<file path="config.mk">
export PLATFORM = sky130hd
export DESIGN_NAME = sequential_divide
export DESIGN_NICKNAME = d
export VERILOG_FILES = /design/src/rtl/sequential_divide.sv
export SDC_FILE = /design/constraint.sdc
export NUM_CORES = 1
export LEC_CHECK = 0
export BUFFER_PORTS_ARGS = -buffer_cell sky130_fd_sc_hd__buf_2
export CAP_MARGIN = 20
export CORE_ASPECT_RATIO = 0.5
export CORE_MARGIN = 3
export CORE_UTILIZATION = 50
export CTS_BUF_LIST = sky130_fd_sc_hd__clkbuf_4
export CTS_CLUSTER_DIAMETER = 50
export CTS_CLUSTER_SIZE = 8
export DETAILED_ROUTE_END_ITERATION = 8
export HOLD_SLACK_MARGIN = 0.05
export PLACE_DENSITY_LB_ADDON = 0.3
export SYNTH_ARGS = -nofsm -noshare
export SYNTH_HDL_FRONTEND = slang
export SYNTH_SLANG_ARGS = --single-unit
</file>
<file path="constraint.sdc">
create_clock -name clk -period 2.6 [get_ports clk]
set_clock_uncertainty 0.05 [all_clocks]
set_input_delay 0 -clock clk [delete_from_list [all_inputs] [get_ports clk]]
set_output_delay 0 -clock clk [all_outputs]
set_load 0.01 [all_outputs]
</file>
<file path="src/rtl/sequential_divide.sv">
// sequential_divide: iterative restoring divider, one quotient bit per clock.
// Unsigned N-bit dividend / M-bit divisor -> N-bit quotient, M-bit remainder,
// with a start/busy/done handshake. Results are held until the next operation.
// Optional build macro: DIVIDE_ZERO_CHECK_EN. When it is defined, a zero
// divisor finishes in one cycle with err=1. When it is undefined, a zero divisor
// runs the full N cycles and err stays 0.
module sequential_divide #(
  parameter int unsigned N = 8,
  parameter int unsigned M = 4
) (
  input  logic         clk,
  input  logic         rst,
  input  logic         start,
  input  logic [N-1:0] dividend,
  input  logic [M-1:0] divisor,
  output logic         busy,
  output logic         done,
  output logic [N-1:0] quotient,
  output logic [M-1:0] remainder,
  output logic         err
);

  localparam int unsigned CW = (N > 1) ? $clog2(N) : 1;

  typedef enum logic [1:0] {
    S_IDLE = 2'd0,
    S_RUN  = 2'd1,
    S_DONE = 2'd2
  } state_e;

  state_e         state_q, state_d;
  logic [N-1:0]   q_q, q_d;
  logic [M-1:0]   d_q, d_d;
  // The partial remainder's top bit is always 0 after an iteration, because
  // R < D. Only the low M bits are kept, and they feed the next trial value.
  logic [M-1:0]   r_q, r_d;
  logic [CW-1:0]  count_q, count_d;
  logic           busy_q, busy_d;
  logic           done_q, done_d;
  logic [N-1:0]   quotient_q, quotient_d;
  logic [M-1:0]   remainder_q, remainder_d;
  logic           err_q, err_d;

  logic [M:0]     t;
  logic           ge;
  logic [N-1:0]   q_iter;
  logic [M-1:0]   r_iter;

  // State and datapath registers
  always_ff @(posedge clk or posedge rst) begin
    if (rst) begin
      state_q     <= S_IDLE;
      q_q         <= '0;
      d_q         <= '0;
      r_q         <= '0;
      count_q     <= '0;
      busy_q      <= 1'b0;
      done_q      <= 1'b0;
      quotient_q  <= '0;
      remainder_q <= '0;
      err_q       <= 1'b0;
    end else begin
      state_q     <= state_d;
      q_q         <= q_d;
      d_q         <= d_d;
      r_q         <= r_d;
      count_q     <= count_d;
      busy_q      <= busy_d;
      done_q      <= done_d;
      quotient_q  <= quotient_d;
      remainder_q <= remainder_d;
      err_q       <= err_d;
    end
  end

  // Next-state, one restoring iteration, and output register updates
  always_comb begin
    state_d     = state_q;
    q_d         = q_q;
    d_d         = d_q;
    r_d         = r_q;
    count_d     = count_q;
    busy_d      = 1'b0;
    done_d      = 1'b0;
    quotient_d  = quotient_q;
    remainder_d = remainder_q;
    err_d       = err_q;

    t      = {r_q, q_q[N-1]};
    ge     = (t >= {1'b0, d_q});
    q_iter = {q_q[N-2:0], ge};
    r_iter = ge ? M'(t - {1'b0, d_q}) : t[M-1:0];

    case (state_q)
      S_IDLE: begin
        if (start) begin
          q_d     = dividend;
          d_d     = divisor;
          r_d     = '0;
          count_d = CW'(N - 1);
`ifdef DIVIDE_ZERO_CHECK_EN
          if (divisor == '0) begin
            state_d     = S_DONE;
            done_d      = 1'b1;
            quotient_d  = '1;
            remainder_d = dividend[M-1:0];
            err_d       = 1'b1;
          end else begin
            state_d = S_RUN;
            busy_d  = 1'b1;
          end
`else
          state_d = S_RUN;
          busy_d  = 1'b1;
`endif
        end
      end
      S_RUN: begin
        q_d     = q_iter;
        r_d     = r_iter;
        count_d = count_q - CW'(1);
        if (count_q == '0) begin
          state_d     = S_DONE;
          done_d      = 1'b1;
          quotient_d  = q_iter;
          remainder_d = r_iter;
          err_d       = 1'b0;
        end else begin
          busy_d = 1'b1;
        end
      end
      S_DONE: begin
        state_d = S_IDLE;
      end
      default: begin
        state_d = S_IDLE;
      end
    endcase
  end

  assign busy      = busy_q;
  assign done      = done_q;
  assign quotient  = quotient_q;
  assign remainder = remainder_q;
  assign err       = err_q;

endmodule

</file>
# Word-level counts from Yosys, hierarchy flattened
# Index checks and enable logic that the tools add are counted.
# W data, S select, Z words.
# totals
output_inout_bits	15
elab_cells	37
inputBits	15
ff_bits	35
# classes
n_mux	15
n_lt_le_gt_ge	1
n_reduce_logical	7
eq_ne	3
addsub	2
# op_table
operator	n
$pmux W8 S2	1
$mux W4	2
$mux W8	1
$pmux W4 S2	1
$reduce_and A2 Y1	4
$pmux W3 S2	1
$ge A5 B4 Y1	1
$mux W1	4
$mux W2	2
$ne A2 B2 Y1 const B	2
$pmux W2 S2	1
$sub A4 B4 Y4	1
$logic_not A3 Y1	1
$mux W3	1
$sub A3 B1 Y3 const B	1
$eq A2 B1 Y1 const B	1
$logic_not A2 Y1	1
$pmux W1 S2	1
$reduce_bool A2 Y1	1

# Logic depth before layout (Yosys ltp)
# logic_depth
word_depth	3
depth_mapped	7
ltp_nobuf	7

# Worst setup path after synthesis
# OpenSTA, ideal clock, no wires.
# synth_timing
kind	reg2reg
startpoint	register q_q[7]
endpoint	register remainder_q[0] (netlist: remainder[0])
setup_slack_ps	834
t_arrival_ps	1641
required_ps	2475
synth_period_minus_slack_ps	1766
setup_time_ps	75
stages_incl_launch_ff	8
n_path_buf	0
path_cell_list	dfrtp_1 -> inv_1 -> ha_1 -> nand2b_1 -> a211oi_2 -> o21ai_2 -> mux2_4 -> o21ai_2
# synth_via
elab_chain_cells	2
word_cells_on_any_way	3
classes_between	1 x add/sub; 1 x order compare; 1 x mux
# synth_lines
item	line	text
start, declared	32	logic [N-1:0] q_q, q_d;
start signal, assigned	64	q_q <= q_d;
$sub A4 B4 Y4 or $ge A5 B4 Y1 (tied branches)	92, 90	
$mux W4 (*)	92	r_iter = ge ? M'(t - {1'b0, d_q}) : t[M-1:0];
end signal, assigned	71	remainder_q <= remainder_d;
end, declared	41	logic [M-1:0] remainder_q, remainder_d;
# Mark *: on every way between the ends. The rest lies on a longest branch, timed or not.
# A chain may end at the register's enable or synchronous reset.

# Worst setup path in the final report
# Same ends and word-level chain as after synthesis.

==> impl_metrics.sql <==
INSERT INTO impl_metrics (metric_group, metric, value, unit) VALUES
('timing', 'fmax', '520', 'MHz'),
('clocking', 'worst_setup_hold_path_clk_slew', '100', 'ps'),
('synthesis', 'yosys_register_bits', '35', ''),
('timing', 'report.final.slew_viol_count', '0', ''),
('worst_setup_path', 'setup.worst_path.class', 'reg -> reg', ''),
('global_route', 'grt_antenna_before_repair', '0', ''),
('pwr', 'p_leak', '1.02', 'nW'),
('clocking', 'holdBufCountCts', '13', ''),
('worst_setup_path', 'critical_path.slowest_cell', 'sky130_fd_sc_hd__dfrtp_1', ''),
('worst_setup_path', 'worstPathMaxFanout', '5', ''),
('die', 'die-height', '46.4', 'um'),
('worst_setup_path', 'critical_path.cell_chain', 'inv_1, ha_1, nand2b_1, a211oi_2, o21ai_2, mux2_4, o21ai_2', ''),
('route', 'detail_route.iter0.violations', '50', ''),
('route', 'route.antenna.remaining_nets', '0', ''),
('place', 'buffer_ports.inserted', '28', ''),
('pwr', 'pwr-share-comb', '46.9', '%'),
('pwr', 'peakVddDrop', '0.812', 'mV'),
('worst_setup_path', 'cp_slowest_stage_delay', '380', 'ps'),
('route', 'post_drt_via_cell_ratio', '5.25', ''),
('place', 'gp_congestion', '0.772', ''),
('clocking', 'post_cts_setup_repair_bufs', '0', ''),
('clocking', 'cts.root.buffer_cell', 'sky130_fd_sc_hd__clkbuf_4', ''),
('synthesis', 'syn_nets', '189', ''),
('pwr', 'power.net_switching', '1.00', 'mW'),
('die', 'core_region_area', '2850', 'sq um'),
('clocking', 'level_count_of_the_clock_h_tree', '2', ''),
('global_route', 'gr-usage-met3', '5.36', '%'),
('final_layout', 'seq_area', '876', 'sq um'),
('synthesis', 'synth_seq_area_share', '53.6', '%'),
('worst_setup_path', 'crit_path_frequent_cell', 'sky130_fd_sc_hd__o21ai_2', ''),
('route', 'detail_route.drc_violations', '0', ''),
('synthesis', 'number_of_unique_standard_cell_types_used_by_synthesis', '33', ''),
('global_route', 'largest_net_degree_at_the_start_of_global_routing', '36', ''),
('worst_setup_path', 'setup.worst_path.end_class', 'flip-flop', ''),
('global_route', 'met1_usage', '22.0', '%'),
('die', 'io_pins', '30', ''),
('timing', 'fin_setup_tns', '0', 'ps'),
('clocking', 'clock_path_buffers', '2', ''),
('die', 'design.die.area', '4030', 'sq um'),
('global_route', 'global_routing_usage_summed_across_all_routing_layers', '18.7', '%'),
('synthesis', 'syn-instance-count', '167', ''),
('die', 'die_width', '86.8', 'um'),
('pwr', 'intPower', '1.54', 'mW'),
('die', 'start_util', '57.4', '%'),
('clocking', 'worst_skew_pair.late_latency', '340', 'ps'),
('synthesis', 'synth_largest_type_area_fraction', '53.6', '%'),
('place', 'detailedPlacementHpwl', '2.24', 'mm'),
('global_route', 'busiest_layer', 'met2', ''),
('final_layout', 'area_added_between_synthesis_and_finish', '23.1', '%'),
('global_route', 'grt_overflow', '0', ''),
('global_route', 'first_pass_grt_wire_length', '5.58', 'mm'),
('run_status', 'run_status', 'finished clean', ''),
('pwr', 'totalPowerFinal', '2.54', 'mW'),
('synthesis', 'syn-mean-instance-area', '9.78', 'sq um'),
('route', 'drt_first_pass_iters', '4', ''),
('route', 'vias', '1301', ''),
('worst_hold_path', 'hold_crit_class', 'in -> reg', ''),
('synthesis', 'yosysWarningCount', '0', ''),
('final_layout', 'fin_cells', '248', ''),
('global_route', 'grt.met2_usage', '32.7', '%'),
('timing', 'period_share', '74.0', '%'),
('clocking', 'tritoncts.num_buffers', '5', ''),
('final_layout', 'multi_input_comb_area', '687', 'sq um'),
('clocking', 'ctsResizeCount', '0', ''),
('final_layout', 'finish.net_count', '233', ''),
('pwr', 'clock_power_share', '15.2', '%'),
('timing', 'setup_viol', '0', ''),
('pwr', 'cellPowerDensity', '1260', 'nW/um^2'),
('route', 'routed_wire_length', '3.28', 'mm'),
('synthesis', 'synth_largest_area_cell', 'sky130_fd_sc_hd__dfrtp_1', ''),
('timing', 'timing.final.hold_violations', '0', '');
[critical path: cells and delay by family, from the launching register on]
kind,cells,cell delay [ps]
adder cells (fa/ha/maj),1,240
AND/OR/NAND/NOR,1,170
multiplexers,1,340
buffers and inverters,1,80
flip-flops,1,380
AO/OA/AOI/OAI,3,600
[cell usage after synthesis]
master	instances
sky130_fd_sc_hd__nand2_1	43
sky130_fd_sc_hd__dfrtp_1	35
sky130_fd_sc_hd__o21ai_0	19
sky130_fd_sc_hd__inv_1	10
sky130_fd_sc_hd__nor2_1	8
sky130_fd_sc_hd__mux2i_1	7
sky130_fd_sc_hd__ha_1	6
sky130_fd_sc_hd__a22oi_1	3
sky130_fd_sc_hd__a31oi_1	3
sky130_fd_sc_hd__clkbuf_1	3
sky130_fd_sc_hd__nor3_1	3
sky130_fd_sc_hd__o21ai_2	3
sky130_fd_sc_hd__buf_2	2
sky130_fd_sc_hd__nand2b_1	2
sky130_fd_sc_hd__nand3b_1	2
sky130_fd_sc_hd__a211oi_1	1
sky130_fd_sc_hd__a211oi_2	1
sky130_fd_sc_hd__a21oi_1	1
sky130_fd_sc_hd__and2b_1	1
sky130_fd_sc_hd__and3_1	1
sky130_fd_sc_hd__buf_4	1
sky130_fd_sc_hd__clkinv_1	1
sky130_fd_sc_hd__conb_1	1
sky130_fd_sc_hd__fa_1	1
sky130_fd_sc_hd__mux2_2	1
sky130_fd_sc_hd__mux2_4	1
sky130_fd_sc_hd__nand3b_2	1
sky130_fd_sc_hd__nor2b_1	1
sky130_fd_sc_hd__o211a_1	1
sky130_fd_sc_hd__o21a_1	1
sky130_fd_sc_hd__o22ai_1	1
sky130_fd_sc_hd__or2_2	1
sky130_fd_sc_hd__xor2_1	1
[cell usage in the layout, fill, tap and decap left out, types with 2 or more instances in the layout]
cell type                       count
sky130_fd_sc_hd__nand2_1           43
sky130_fd_sc_hd__dfrtp_1           35
sky130_fd_sc_hd__buf_2             28
sky130_fd_sc_hd__o21ai_0           19
sky130_fd_sc_hd__dlygate4sd3_1     13
sky130_fd_sc_hd__inv_1             10
sky130_fd_sc_hd__nor2_1             8
sky130_fd_sc_hd__mux2i_1            7
sky130_fd_sc_hd__ha_1               6
sky130_fd_sc_hd__clkbuf_4           6
sky130_fd_sc_hd__o21ai_2            3
sky130_fd_sc_hd__nor3_1             3
sky130_fd_sc_hd__a22oi_1            3
sky130_fd_sc_hd__a31oi_1            3
sky130_fd_sc_hd__nand2b_1           2
sky130_fd_sc_hd__nand3b_1           2
sky130_fd_sc_hd__buf_4              2
[logic make-up after synthesis]
logic type | after synthesis | share of synthesized area [%]
flops | 35 | 53.6
xor+xnor | 1 | 0.536
fa+ha+maj | 7 | 5.82
compound gates | 34 | 13.0
other cells | 1 | 0.230
mux | 9 | 5.90
buf+inv | 17 | 4.29
simple gates | 63 | 16.6
[stage by stage]
stage                     utilization, %  cell area (sq um)  worst slack [ps]  hold WS, ps
after global routing                70.6               2010               503          166
after detailed placement            63.4               1810               694         78.1
after floorplan                        -               1630               834         66.8
after global placement              63.4               1810               754         66.3
final                               70.6               2010               675          155
after CTS                           70.6               2010               657          135
[registers in the layout, indices dropped and copies added (netlist names)]
signal	count
state_q	2
q_q	8
count_q	3
remainder	4
d_q	4
busy	1
r_q	4
quotient	8
done	1
[power groups by stage]
stage	clock network, mW	logic, mW	registers [mW]
after floorplan	0	0.882	0.971
after global placement	0	1.14	0.961
after detailed placement	0	1.18	0.970
after CTS	0.392	1.21	0.960
after global routing	0.414	1.35	0.997
final	0.386	1.19	0.963
[per-layer routing]
| layer | up-vias | share of wire, % |
|---|---|---|
| li1 | 646 | - |
| met1 | 632 | 46 |
| met2 | 18 | 49 |
| met3 | 5 | 3.9 |
| met4 | 0 | 1.2 |
| met5 | - | 0 |
[area by class of cell]
type / instances / share of cell area, %
inverter: 11 / 2.05
clock buffer: 6 / 2.24
clock inverter: 1 / 1.49
tap: 37 / 2.30
timing repair buffer: 43 / 14.2
sequential: 35 / 43.6
multi-input combinational: 115 / 34.2
[worst paths after layout]
check / startpoint / to / slack (ps) / cells after the start
hold reg to reg: quotient[3]$_DFFE_PP0P_ / quotient[3]$_DFFE_PP0P_ / 430 / 2
min in group asynchronous: rst / quotient[1]$_DFFE_PP0P_ / 240 / 4
setup reg to reg: q_q[7]$_DFFE_PP0P_ / remainder[0]$_DFFE_PP0P_ / 680 / 7
setup / recovery: q_q[7]$_DFFE_PP0P_ / remainder[0]$_DFFE_PP0P_ / 680 / 7
hold / removal: start / q_q[0]$_DFFE_PP0P_ / 160 / 5
max in group asynchronous: rst / state_q[0]$_DFFE_PP0P_ / 1940 / 4
(Power assumes the default switching activity.)
